===== config.mk =====
export PLATFORM = sky130hd
export DESIGN_NAME = alu_mdu_flat
export DESIGN_NICKNAME = d
export VERILOG_FILES = /design/src/rtl/alu_mdu_if.sv /design/src/rtl/alu_mdu.sv /design/src/flat_wrapper.sv
export SDC_FILE = /design/constraint.sdc
export NUM_CORES = 1
export LEC_CHECK = 0
export CAP_MARGIN = 5
export CORE_MARGIN = 3
export CORE_UTILIZATION = 25
export DETAILED_ROUTE_END_ITERATION = 6
export PLACE_DENSITY = 0.51
export SLEW_MARGIN = 25
export SYNTH_ARGS = -nofsm -noshare
export SYNTH_HDL_FRONTEND = slang
export SYNTH_SLANG_ARGS = --single-unit
export TNS_END_PERCENT = 50

===== constraint.sdc =====
create_clock -name clk -period 2.5 [get_ports clk]
set_clock_uncertainty 0.2 [all_clocks]
set_input_delay 0.75 -clock clk [delete_from_list [all_inputs] [get_ports clk]]
set_output_delay 0.75 -clock clk [all_outputs]
set_load 0.02 [all_outputs]

===== src/rtl/alu_mdu_if.sv =====
// Operand/result handshake bundle between the multicycle control path and alu_mdu.
interface alu_mdu_if #(
    parameter int WIDTH = 32
);
    logic             in_valid;
    logic             in_ready;
    logic [3:0]       op;
    logic [WIDTH-1:0] a;
    logic [WIDTH-1:0] b;
    logic             out_valid;
    logic             out_ready;
    logic [WIDTH-1:0] res;
    logic [WIDTH-1:0] res_hi;
    logic             co;
    logic             overflow;
    logic             zero;
    logic             busy;

    modport master (
        output in_valid, op, a, b, out_ready,
        input  in_ready, out_valid, res, res_hi, co, overflow, zero, busy
    );

    modport slave (
        input  in_valid, op, a, b, out_ready,
        output in_ready, out_valid, res, res_hi, co, overflow, zero, busy
    );
endinterface


===== src/rtl/alu_mdu.sv =====
// Registered ALU with iterative unsigned MUL/DIV/REM behind a valid/ready handshake.
// Define ALU_MDU_EN to build the iterative multiply/divide datapath; otherwise ops 8-10 are illegal.
module alu_mdu #(
    parameter int WIDTH = 32,
    parameter int CNT_W = 6
) (
    input  logic    clk,
    input  logic    rst_n,
    alu_mdu_if.slave bus
);
`ifdef ALU_MDU_EN
    typedef enum logic [1:0] {IDLE = 2'd0, BUSY = 2'd1, DONE = 2'd2} state_t;
`else
    typedef enum logic [1:0] {IDLE = 2'd0, DONE = 2'd2} state_t;
`endif

    state_t           state, state_nxt;
    logic [WIDTH-1:0] res_q, res_hi_q;
    logic             co_q, ov_q;
    logic             accept;

    // single-cycle ALU, evaluated directly on the presented operands
    logic             sub;
    logic [WIDTH-1:0] bx;
    logic [WIDTH:0]   sum;
    logic [WIDTH-1:0] alu_res;
    logic             alu_co, alu_ov;

    assign accept = bus.in_valid && (state == IDLE);

    always_comb begin
        sub     = (bus.op == 4'd6);
        bx      = bus.b ^ {WIDTH{sub}};
        sum     = {1'b0, bus.a} + {1'b0, bx} + {{WIDTH{1'b0}}, sub};
        alu_res = '0;
        alu_co  = 1'b0;
        alu_ov  = 1'b0;
        case (bus.op)
            4'd0: alu_res = bus.a & bus.b;
            4'd1: alu_res = bus.a | bus.b;
            4'd3: alu_res = bus.a ^ bus.b;
            4'd4: alu_res = ~(bus.a | bus.b);
            4'd5: alu_res = bus.b >> 1;
            4'd7: alu_res = {{(WIDTH-1){1'b0}}, (bus.a < bus.b)};
            4'd2, 4'd6: begin
                alu_res = sum[WIDTH-1:0];
                alu_co  = sum[WIDTH];
                alu_ov  = (bus.a[WIDTH-1] == bx[WIDTH-1]) && (sum[WIDTH-1] != bus.a[WIDTH-1]);
            end
            default: alu_res = '0;
        endcase
    end

`ifdef ALU_MDU_EN
    // hi_q/lo_q hold product-high/multiplier for MULU and remainder/quotient for DIVU/REMU
    logic [CNT_W-1:0] cnt;
    logic [3:0]       op_q;
    logic [WIDTH-1:0] hi_q, lo_q, opd_q;
    logic [WIDTH-1:0] hi_nxt, lo_nxt;
    logic [WIDTH:0]   mul_sum;
    logic [WIDTH:0]   shifted;
    logic [WIDTH+1:0] diff;
    logic             is_iter, last;

    assign is_iter = (bus.op == 4'd8) || (bus.op == 4'd9) || (bus.op == 4'd10);
    assign last    = (cnt == CNT_W'(WIDTH-1));

    always_comb begin
        mul_sum = {1'b0, hi_q} + (lo_q[0] ? {1'b0, opd_q} : '0);
        shifted = {hi_q, lo_q[WIDTH-1]};
        diff    = {1'b0, shifted} - {2'b00, opd_q};
        hi_nxt  = hi_q;
        lo_nxt  = lo_q;
        if (op_q == 4'd8) begin
            hi_nxt = mul_sum[WIDTH:1];
            lo_nxt = {mul_sum[0], lo_q[WIDTH-1:1]};
        end else if (!diff[WIDTH+1]) begin
            hi_nxt = diff[WIDTH-1:0];
            lo_nxt = {lo_q[WIDTH-2:0], 1'b1};
        end else begin
            hi_nxt = shifted[WIDTH-1:0];
            lo_nxt = {lo_q[WIDTH-2:0], 1'b0};
        end
    end
`endif

    always_comb begin
        state_nxt = state;
        case (state)
            IDLE: if (bus.in_valid) begin
`ifdef ALU_MDU_EN
                state_nxt = is_iter ? BUSY : DONE;
`else
                state_nxt = DONE;
`endif
            end
`ifdef ALU_MDU_EN
            BUSY: if (last) state_nxt = DONE;
`endif
            DONE: if (bus.out_ready) state_nxt = IDLE;
            default: state_nxt = IDLE;
        endcase
    end

    always_ff @(posedge clk or negedge rst_n) begin
        if (!rst_n) begin
            state    <= IDLE;
            res_q    <= '0;
            res_hi_q <= '0;
            co_q     <= 1'b0;
            ov_q     <= 1'b0;
`ifdef ALU_MDU_EN
            cnt      <= '0;
            op_q     <= '0;
            hi_q     <= '0;
            lo_q     <= '0;
            opd_q    <= '0;
`endif
        end else begin
            state <= state_nxt;
            // iterative ops decode to 0 here and get overwritten on the last iteration
            if (accept) begin
                res_q    <= alu_res;
                res_hi_q <= '0;
                co_q     <= alu_co;
                ov_q     <= alu_ov;
            end
`ifdef ALU_MDU_EN
            if (accept) begin
                op_q  <= bus.op;
                hi_q  <= '0;
                lo_q  <= bus.a;
                opd_q <= bus.b;
                cnt   <= '0;
            end
            if (state == BUSY) begin
                hi_q <= hi_nxt;
                lo_q <= lo_nxt;
                cnt  <= cnt + CNT_W'(1);
                if (last) begin
                    res_q    <= (op_q == 4'd10) ? hi_nxt : lo_nxt;
                    res_hi_q <= hi_nxt;
                end
            end
`endif
        end
    end

    assign bus.in_ready  = (state == IDLE);
    assign bus.out_valid = (state == DONE);
`ifdef ALU_MDU_EN
    assign bus.busy      = (state == BUSY);
`else
    assign bus.busy      = 1'b0;
`endif
    assign bus.res       = res_q;
    assign bus.res_hi    = res_hi_q;
    assign bus.co        = co_q;
    assign bus.overflow  = ov_q;
    assign bus.zero      = (res_q == '0);
endmodule


===== src/flat_wrapper.sv =====
// flat-port wrapper written by rule: the top's interface ports become plain ports
module alu_mdu_flat 
#(
    parameter int WIDTH = 32,
    parameter int CNT_W = 6
)
  (clk, rst_n, bus_in_valid, bus_op, bus_a, bus_b, bus_out_ready, bus_in_ready, bus_out_valid, bus_res, bus_res_hi, bus_co, bus_overflow, bus_zero, bus_busy);
  alu_mdu_if #(.WIDTH(WIDTH)) bus_i ();
  input  logic clk;
  input  logic rst_n;
  input wire logic [$bits(bus_i.in_valid)-1:0] bus_in_valid;
  input wire logic [$bits(bus_i.op)-1:0] bus_op;
  input wire logic [$bits(bus_i.a)-1:0] bus_a;
  input wire logic [$bits(bus_i.b)-1:0] bus_b;
  input wire logic [$bits(bus_i.out_ready)-1:0] bus_out_ready;
  output wire logic [$bits(bus_i.in_ready)-1:0] bus_in_ready;
  output wire logic [$bits(bus_i.out_valid)-1:0] bus_out_valid;
  output wire logic [$bits(bus_i.res)-1:0] bus_res;
  output wire logic [$bits(bus_i.res_hi)-1:0] bus_res_hi;
  output wire logic [$bits(bus_i.co)-1:0] bus_co;
  output wire logic [$bits(bus_i.overflow)-1:0] bus_overflow;
  output wire logic [$bits(bus_i.zero)-1:0] bus_zero;
  output wire logic [$bits(bus_i.busy)-1:0] bus_busy;
  assign bus_i.in_valid = bus_in_valid;
  assign bus_i.op = bus_op;
  assign bus_i.a = bus_a;
  assign bus_i.b = bus_b;
  assign bus_i.out_ready = bus_out_ready;
  assign bus_in_ready = bus_i.in_ready;
  assign bus_out_valid = bus_i.out_valid;
  assign bus_res = bus_i.res;
  assign bus_res_hi = bus_i.res_hi;
  assign bus_co = bus_i.co;
  assign bus_overflow = bus_i.overflow;
  assign bus_zero = bus_i.zero;
  assign bus_busy = bus_i.busy;
  alu_mdu #(.WIDTH(WIDTH), .CNT_W(CNT_W)) u_core (.clk(clk), .rst_n(rst_n), .bus(bus_i));
endmodule

After elaboration in Yosys (flattened, before gate mapping)
Cells that the tools add are included.
- equal/unequal tests: 12
- order comparisons: 1
- bitwise logic cells: 5
- reduce and logical (&&, ||, !) cells: 7
- $add $sub $neg: 2
- mux-type cells: 6
- operators by type and width (operator ; count):
    $pmux W32 S7 ; 1
    $xor A32 B32 Y32 ; 2
    $add A32 B32 Y33 ; 1
    $add A33 B1 Y33 ; 1
    $and A32 B32 Y32 ; 1
    $logic_not A32 Y1 ; 1
    $lt A32 B32 Y1 ; 1
    $not A32 Y32 ; 1
    $or A32 B32 Y32 ; 1
    $eq A4 B3 Y1 const B ; 4
    $eq A4 B2 Y1 const B ; 2
    $eq A4 B1 Y1 const B ; 1
    $logic_not A4 Y1 ; 1
    $mux W2 ; 2
    $ne A2 B2 Y1 const B ; 2
    $pmux W2 S2 ; 1
    $eq A2 B2 Y1 const B ; 1
    $logic_and A1 B1 Y1 ; 2
    $logic_not A2 Y1 ; 1
    $mux W1 ; 2
    $reduce_and A2 Y1 ; 1
    $reduce_or A2 Y1 ; 1
    $eq A1 B1 Y1 ; 1
    $ne A1 B1 Y1 ; 1
- flip-flop bits (word level): 36
- bits of input ports: 72
- word-level logic and storage cells: 37
- output and inout port bits: 70

Logic depth before layout (Yosys ltp)
Gate-level depths: netlist of the first run.
- depth after elaboration: 7
- gate-level depth with buffers: 14
- mapped depth without buffers: 12

Least setup slack after synthesis of the first run
OpenSTA, ideal clock, no wires.
- path type: input port to flip-flop
- start: input bus_op[0]
- end: register u_core.res_q[26], in the netlist u_core.bus.res[26]
- cell stages on the path: 13
- slack: -1.403 ns
- buffers on the path: 2
- arrival time: 3.634 ns
- setup time: 0.069 ns
- required time: 2.231 ns
- cell sequence: and4bb_1 -> buf_6 -> clkbuf_1 -> mux2i_1 -> fa_1 -> nor2b_1 -> o21ai_0 -> a21oi_1 -> o2111ai_1 -> nand3_1 -> a21oi_1 -> or4b_2 -> nand3_1
- word-level cells in the longest chain between the ends: 5
- elaborated cells on any way between the ends: 13
- those cells by class: 2 x add/sub; 7 x eq/ne; 1 x mux; 1 x bitwise; 2 x reduce/logical
- RTL lines (element ; RTL line ; text):
    from (decl) ; flat_wrapper.sv:12 ; input wire logic [$bits(bus_i.op)-1:0] bus_op;
    $eq A4 B3 Y1 ; alu_mdu.sv:32, alu_mdu.sv:38 ;
    $xor A32 B32 Y32 ; alu_mdu.sv:33 ; bx = bus.b ^ {WIDTH{sub}};
    $add A32 B32 Y33 ; alu_mdu.sv:34 ; sum = {1'b0, bus.a} + {1'b0, bx} + {{WIDTH{1'b0}}, sub};
    $add A33 B1 Y33 ; alu_mdu.sv:34 ;
    $pmux W32 S7 * ; alu_mdu.sv:38 ; case (bus.op)
    to (signal assigned) ; alu_mdu.sv:123 ; res_q <= alu_res;
    to (decl) ; alu_mdu.sv:18 ; logic [WIDTH-1:0] res_q, res_hi_q;
Mark *: on every way between the ends. The rest lies on a longest branch, timed or not.
A chain may end at the register's enable or synchronous reset.

Final worst setup path of the first run
- start: input bus_op[3]
- end: register u_core.res_q[23], in the netlist u_core.bus.res[23]
Same word-level chain as after synthesis.

==> results of run 1 <==
metrics by stage:
step / cell area, sq um / setup WS [ns] / cells
after CTS: 10410 / -0.9248 / 1509
after detailed placement: 9808 / -1.599 / 1483
after global routing: 10880 / -1.046 / 1518
after global placement: 9808 / -1.586 / 1483
after floorplan: 6674 / -0.8680 / 846
final: 10880 / -0.9384 / 1518
repair_timing:
item                       4_1_cts  5_1_grt
gates cloned                     1        1
pin swaps                       61       52
gates resized for setup         86       70
setup endpoints to repair       35       35
setup buffers                   17       12
final timing paths:
path / start / end / slack, ns
max: bus_op[3] / u_core.bus.res[23]$_DFFE_PN0P_ / -0.94
min: rst_n / u_core.state[1]$_DFFE_PN0P_ / 0.20
max in group asynchronous: rst_n / u_core.bus.res[26]$_DFFE_PN0P_ / 1.41
max reg2reg: u_core.bus.res[0]$_DFFE_PN0P_ / u_core.bus.res[0]$_DFFE_PN0P_ / 0.60
min reg2reg: u_core.bus.res[7]$_DFFE_PN0P_ / u_core.bus.res[7]$_DFFE_PN0P_ / 0.32
min in group clk: u_core.bus.res[7]$_DFFE_PN0P_ / u_core.bus.res[7]$_DFFE_PN0P_ / 0.32
state kept, by name, indices dropped and copies added (netlist names):
register	count
u_core.bus.res	32
u_core.bus.co	1
u_core.bus.overflow	1
u_core.state	1
area by class of cell:
class / instances / area [sq um] / area share (%)
Multi-Input combinational cell: 661 / 5684 / 52.24
Inverter: 83 / 311.5 / 2.863
Timing Repair Buffer: 407 / 3448 / 31.69
Tap cell: 324 / 405.4 / 3.725
Clock buffer: 8 / 156.4 / 1.437
Sequential cell: 35 / 875.8 / 8.049
power groups by stage:
stage | logic (mW) | clock network [mW] | registers [mW]
after global placement | 2.42 | 0 | 0.756
after detailed placement | 2.42 | 0 | 0.755
after floorplan | 1.03 | 0 | 0.904
final | 2.73 | 0.689 | 0.754
after CTS | 2.58 | 0.715 | 0.749
after global routing | 2.96 | 0.741 | 0.766
kinds of logic (layout without fill, tap and decap cells):
logic type	after synthesis	after routing	synth area share, %
AND/OR/NAND/NOR	190	190	14.43
buffers and inverters	150	498	10.90
flip-flops	35	35	13.74
AO/OA/AOI/OAI	244	244	26.08
other	1	33	0.05885
adder cells (fa/ha/maj)	134	134	26.43
multiplexers	5	5	0.8050
XOR/XNOR	55	55	7.559
cell usage after synthesis, drive strengths merged (8+ instances only):
master,n,area [sq um]
inv,83,311.6
ha,133,1664
o21bai,8,60.06
nor2,38,142.6
o211ai,16,120.1
buf,35,262.8
a22oi,20,150.1
a222oi,11,110.1
o21ai,46,230.2
a21o,12,90.09
nor4,15,93.84
nor3,15,75.07
a21oi,62,310.3
a221oi,14,122.6
a31oi,11,75.07
nand3,13,65.06
dfrtp,35,875.8
nand2,66,247.7
xnor2,45,394.1
clkbuf,32,120.1
xor2,10,87.58
per-layer routing:
layer,wire length (um),track usage (%),vias up
met5,0,0,-
li1,-,-,3613
met3,1042,2.216,22
met2,11920,30.01,173
met1,11570,23.75,3407
met4,376,3.146,0
==> impl_results.md, run 1 <==
* Status: finished, violations left
* Failing checks: negative setup slack
* CTS tree: yes
* Synthesized area at 6372 sq um
* Die Wd at between 150 and 200 um
* Crit end category: flip-flop
* Class of the most critical setup path: in -> reg
* Fin util at about 44%
* DPL Wire Length at ~20000 um
* Lkg Pwr at 5.149 nW
* WP depth at 15
* Slowest CP cell: and4bb_4
* Hold Path Class: in -> async
* Worst setup SP type: input port
* Most frequent cells in the layout: buf_4, ha_1, clkdlybuf4s50_1
* Clock sinks at 35
* Initial antenna violation count at 0
* Final setup margin at -0.9384 ns
* Vias at between 7000 and 8000
* CTS Root Cell: clkbuf_16
* # IOs at about 140
* Antenna diode count at 0
* Share of cells above drive strength 1 at around 36%
* Vias per cell at 4.753
* Fmax at around 290 MHz
* CP bufs+invs at 4
* DR pass1 iterations at 5
* Psw at about 1.7 mW
* Detailed Route Iter0 Violations at approximately 380
* First-pass GRT wire length at 39450 um
* Yosys warnings at 0
* Max cap viols at 0
* Clk buf depth at 2
* Remaining DRCs at 0
* Commonest non-fill, non-tap cell in the layout: buf_4
* Seq pwr share at a little under a fifth
* Cells after Synth at between 800 and 900
* Synth-to-Final Area Change at 70.76%
* Distinct cell type count after synthesis at between 60 and 70
* Routability-driven placement congestion ratio at 0.8631
* I/O Buffers at ~110
* Comb pwr share at about two thirds
* Final hold slack at around 0.20 ns
* Largest net degree at the start of global routing at 21
* Pins over their slew limit at 0
* Final #Nets at ~1400
* Core area at between 20000 and 25000 sq um
* Final Hold Fails at 0
* Min Tclk post-route at about 3.4 ns
* Critical Path Max Stage Delay at between 0.3 and 0.4 ns
* Period Utilization, post-route at 137.5%
* Internal at around 2.5 mW
* Initial Util at 25.82%
* Core Rows at 57
* Worst path cell trace: buf_6 > and4bb_4 > buf_4 > clkbuf_16 > xnor2_1 > ha_1 > buf_4 > nand2_1 > a311oi_4 > o31ai_4 > a21oi_2 > o31ai_4 > and2b_1 > mux2i_1 > o22a_1
* Worst endpoint required time at about 2.5 ns
* Die area at around 27000 sq um
* PD cells at approximately 380 nW/um^2
* Most common flop cell mapped by yosys: dfrtp_1
* Final setup vio count at 35
* Total global routing overflow at 0
* Ys async rst share at 100.0%
* H-tree Lvls at 2
* Worst-case reg-to-reg path depth at 7
* Clk slew on worst S/H paths at 0.06 ns
* Post-CTS Hold Buffers at 0
* Clk Latency, worst-skew pair at roughly 0.3 ns
* ANT nets after route at 0
* Die H at between 150 and 200 um
* Tot Pwr at 4.178 mW
* Mean Syn Cell Area at 7.828 sq um
* EDFF count, synth at 0
* Clock group share of total power at 16.5%
* Routed length per instance at 16.41 um
* Worst-path fanout max at 5
* Seq cells post-synth at 35
* Switching portion of total power at 40.01%
* Unrepaired setup endpoints after global routing: yes
* DRT Wirelength at 24910 um
* Setup_tns at -25.38 ns
* Filler Cell Count at ~2400
* Top Family by Delay on Critical Path: compound AO/OA/AOI/OAI gates
* Worst path arrival time at about 3.4 ns
* Vias in the first global route at around 7300
* GR Util All Layers at about 17%
* Cts bufs inserted at 5
* VDD IR max at around 0.26 mV
* Sequential-to-total area share from yosys stat at 13.74%
Note: power is estimated with default switching activity, not from simulation.
==> run 2: changes to the inputs <==
Settings changed: CORE_UTILIZATION 25 to 35, PLACE_DENSITY 0.51 to 0.65.
==> run 2 against run 1 <==
Against the previous run: the run still ends with negative setup slack left; die area decreased by 28%; largest power group unchanged; cell count decreased by 6.7%; via count increased by 7.9%.
==> impl_results.md, run 2 (same netlist as run 1, synthesis figures left out) <==
* DR pass1 iterations at 5 (unchanged)
* Commonest non-fill, non-tap cell in the layout: buf_4
* Comb pwr share at 64.3% (-1.2 points)
* Initial Util at 36.34% (+11 points)
* Setup_tns at -25.67 ns (-0.2900 ns)
* Slew margin rel. at 62.63%
* ANT nets after route at 0 (unchanged)
* VDD IR max at 0.2982 mV (+13%)
* Die Wd at 140.9 um (-15%)
* Internal at 2.690 mW (+7.3%)
* Initial antenna violation count at 0 (unchanged)
* Period Utilization, post-route at 140.5% (+3.0 points)
* Core area at 17540 sq um (-29%)
* Worst-path fanout max at 4 (-1)
* Status: finished, violations left
* Pins over their slew limit at 0 (unchanged)
* Fmax at 284.6 MHz (-2.1%)
* Final setup vio count at 34 (-2.9%)
* Max cap viols at 0 (unchanged)
* Final Hold Fails at 0 (unchanged)
* Reg-to-reg critical path startpoint: u_core.state[1]$_DFFE_PN0P_
* Clock sinks at 35 (unchanged)
* Failing checks: negative setup slack
* Die H at 140.9 um (-15%)
* Largest net degree at the start of global routing at 24 (+14%)
* Worst path arrival time at 3.48 ns (+0.06 ns)
* Largest register FFs at 32 (unchanged)
* Worst endpoint required time at 2.46 ns (-0.02 ns)
* Vias per cell at 5.492 (+16%)
* Remaining DRCs at 0 (unchanged)
* First-pass GRT wire length at 38450 um (-2.6%)
* Most frequent cells in the layout: buf_4, ha_1, clkdlybuf4s50_1
* H-tree Lvls at 2 (unchanged)
* # IOs at 142 (unchanged)
* Clk slew on worst S/H paths at 0.06 ns (about the same)
* Routed length per instance at 18.98 um (+16%)
* Routability-driven placement congestion ratio at 0.9588 (+11%)
* Vias in the first global route at 7576 (+4.0%)
* Worst setup SP type: input port
* I/O Buffers at 108 (unchanged)
* Unrepaired setup endpoints after global routing: yes
* Tot Pwr at 4.465 mW (+6.9%)
* CTS tree: yes
* Die area at 19860 sq um (-28%)
* PD cells at 405.0 nW/um^2 (+5.5%)
* Vias at 7782 (+7.9%)
* GR Util All Layers at 23.82% (+6.4 points)
* Filler Cell Count at 1403 (-43%)
* Final #Nets at 1397 (-0.14%)
* Seq pwr share at 17.0% (-1.1 points)
* CTS Root Cell: clkbuf_16
* Clk buf depth at 2 (unchanged)
* Synth-to-Final Area Change at 73.00%
* Switching portion of total power at 39.75% (-0.26 points)
* Cts bufs inserted at 5 (unchanged)
* Min Tclk post-route at 3.513 ns (+0.07487 ns)
* Critical Path Max Stage Delay at 0.43 ns (+0.05 ns)
* Final setup margin at -1.013 ns (-0.07487 ns)
* Share of cells above drive strength 1 at 36.83% (+0.82 points)
* Hold Path Class: in -> async
* Worst-case reg-to-reg path depth at 6 (-1)
* DPL Wire Length at 19510 um (-3.5%)
* Core Rows at 48 (-16%)
* R2R Path End: u_core.bus.res[0]$_DFFE_PN0P_
* Psw at 1.775 mW (+6.1%)
* Antenna diode count at 0 (unchanged)
* Class of the most critical setup path: in -> reg
* R2R setup slack at 0.53 ns (-0.07 ns)
* Worst-Margin Slew at 0.5606 ns
* Fin util at 62.86% (+19 points)
* Worst path cell trace: buf_6 > and4bb_4 > buf_6 > buf_12 > xnor2_2 > ha_1 > o211ai_1 > a311oi_4 > buf_4 > nor2_2 > o21ai_2 > nand2_2 > o21ai_4 > xnor2_2 > o21ai_1
* Total global routing overflow at 0 (unchanged)
* Clock group share of total power at 18.7% (+2.2 points)
* DRT Wirelength at 26900 um (+8.0%)
* Detailed Route Iter0 Violations at 558 (+48%)
* Clk Latency, worst-skew pair at 0.29 ns (about the same)
* Lkg Pwr at 5.191 nW (+0.82%)
* Crit end category: flip-flop
* Post-CTS Hold Buffers at 0 (unchanged)
* Slowest CP cell: a311oi_4
run 2: what timing repair did:
item	CTS	global route
gates cloned	1	0
pin swaps	52	66
setup buffers	19	7
resized for setup	96	96
endpoints found under the setup margin	35	35
run 2: how the worst max path moves through the flow:
stage          cells after the start      start                               to
3_3_place_gp                      13  bus_op[3]  u_core.bus.overflow$_DFFE_PN0P_
6_report                          15  bus_op[3]   u_core.bus.res[17]$_DFFE_PN0P_
2_1_floorplan                     14  bus_op[3]   u_core.bus.res[28]$_DFFE_PN0P_
4_1_cts                           14  bus_op[0]   u_core.bus.res[23]$_DFFE_PN0P_
5_1_grt                           15  bus_op[3]   u_core.bus.res[17]$_DFFE_PN0P_
3_5_place_dp                      13  bus_op[2]   u_core.bus.res[28]$_DFFE_PN0P_
run 2: layout make-up:
| cell class | instances | area (sq um) | share of cell area (%) |
|---|---|---|---|
| flip-flops and latches | 35 | 875.8 | 7.945 |
| inverters | 83 | 311.5 | 2.826 |
| clock buffers | 5 | 125.1 | 1.135 |
| well taps | 225 | 281.5 | 2.554 |
| repair buffers | 405 | 3465 | 31.43 |
| multi-input cells | 661 | 5898 | 53.50 |
| clock inverters | 3 | 67.56 | 0.6129 |
run 2: metal layers:
layer	share of wire, %	GRT usage [%]
met4	4.1	6.578
met1	40	29.89
met3	6.2	2.815
met2	50	42.97
met5	0	0
run 2: worst max-delay path: cells and delay by family:
family | cells | cell delay, ns
adder cells (fa/ha/maj) | 1 | 0.31
XOR/XNOR | 2 | 0.21
AO/OA/AOI/OAI | 5 | 1.07
AND/OR/NAND/NOR | 3 | 0.58
buffers and inverters | 4 | 0.53
run 2: power by group through the flow:
| stage | sequential [mW] | clock [mW] | combinational, mW |
|---|---|---|---|
| after floorplan | 0.904 | 0 | 1.03 |
| after global placement | 0.753 | 0 | 2.38 |
| after detailed placement | 0.756 | 0 | 2.40 |
| after CTS | 0.750 | 0.836 | 2.57 |
| after global routing | 0.771 | 0.866 | 3.05 |
| final | 0.759 | 0.835 | 2.87 |
run 2: stage by stage:
step | area, sq um | std cells | hold WS [ns] | setup WS, ns
floorplan | 6674 | 846 | 0.2544 | -0.8680
global placement | 9712 | 1386 | 0.3068 | -1.551
detailed placement | 9712 | 1386 | 0.3048 | -1.594
CTS | 10430 | 1414 | 0.2486 | -0.8727
global route | 11020 | 1417 | 0.2628 | -1.086
finish | 11020 | 1417 | 0.2473 | -1.013
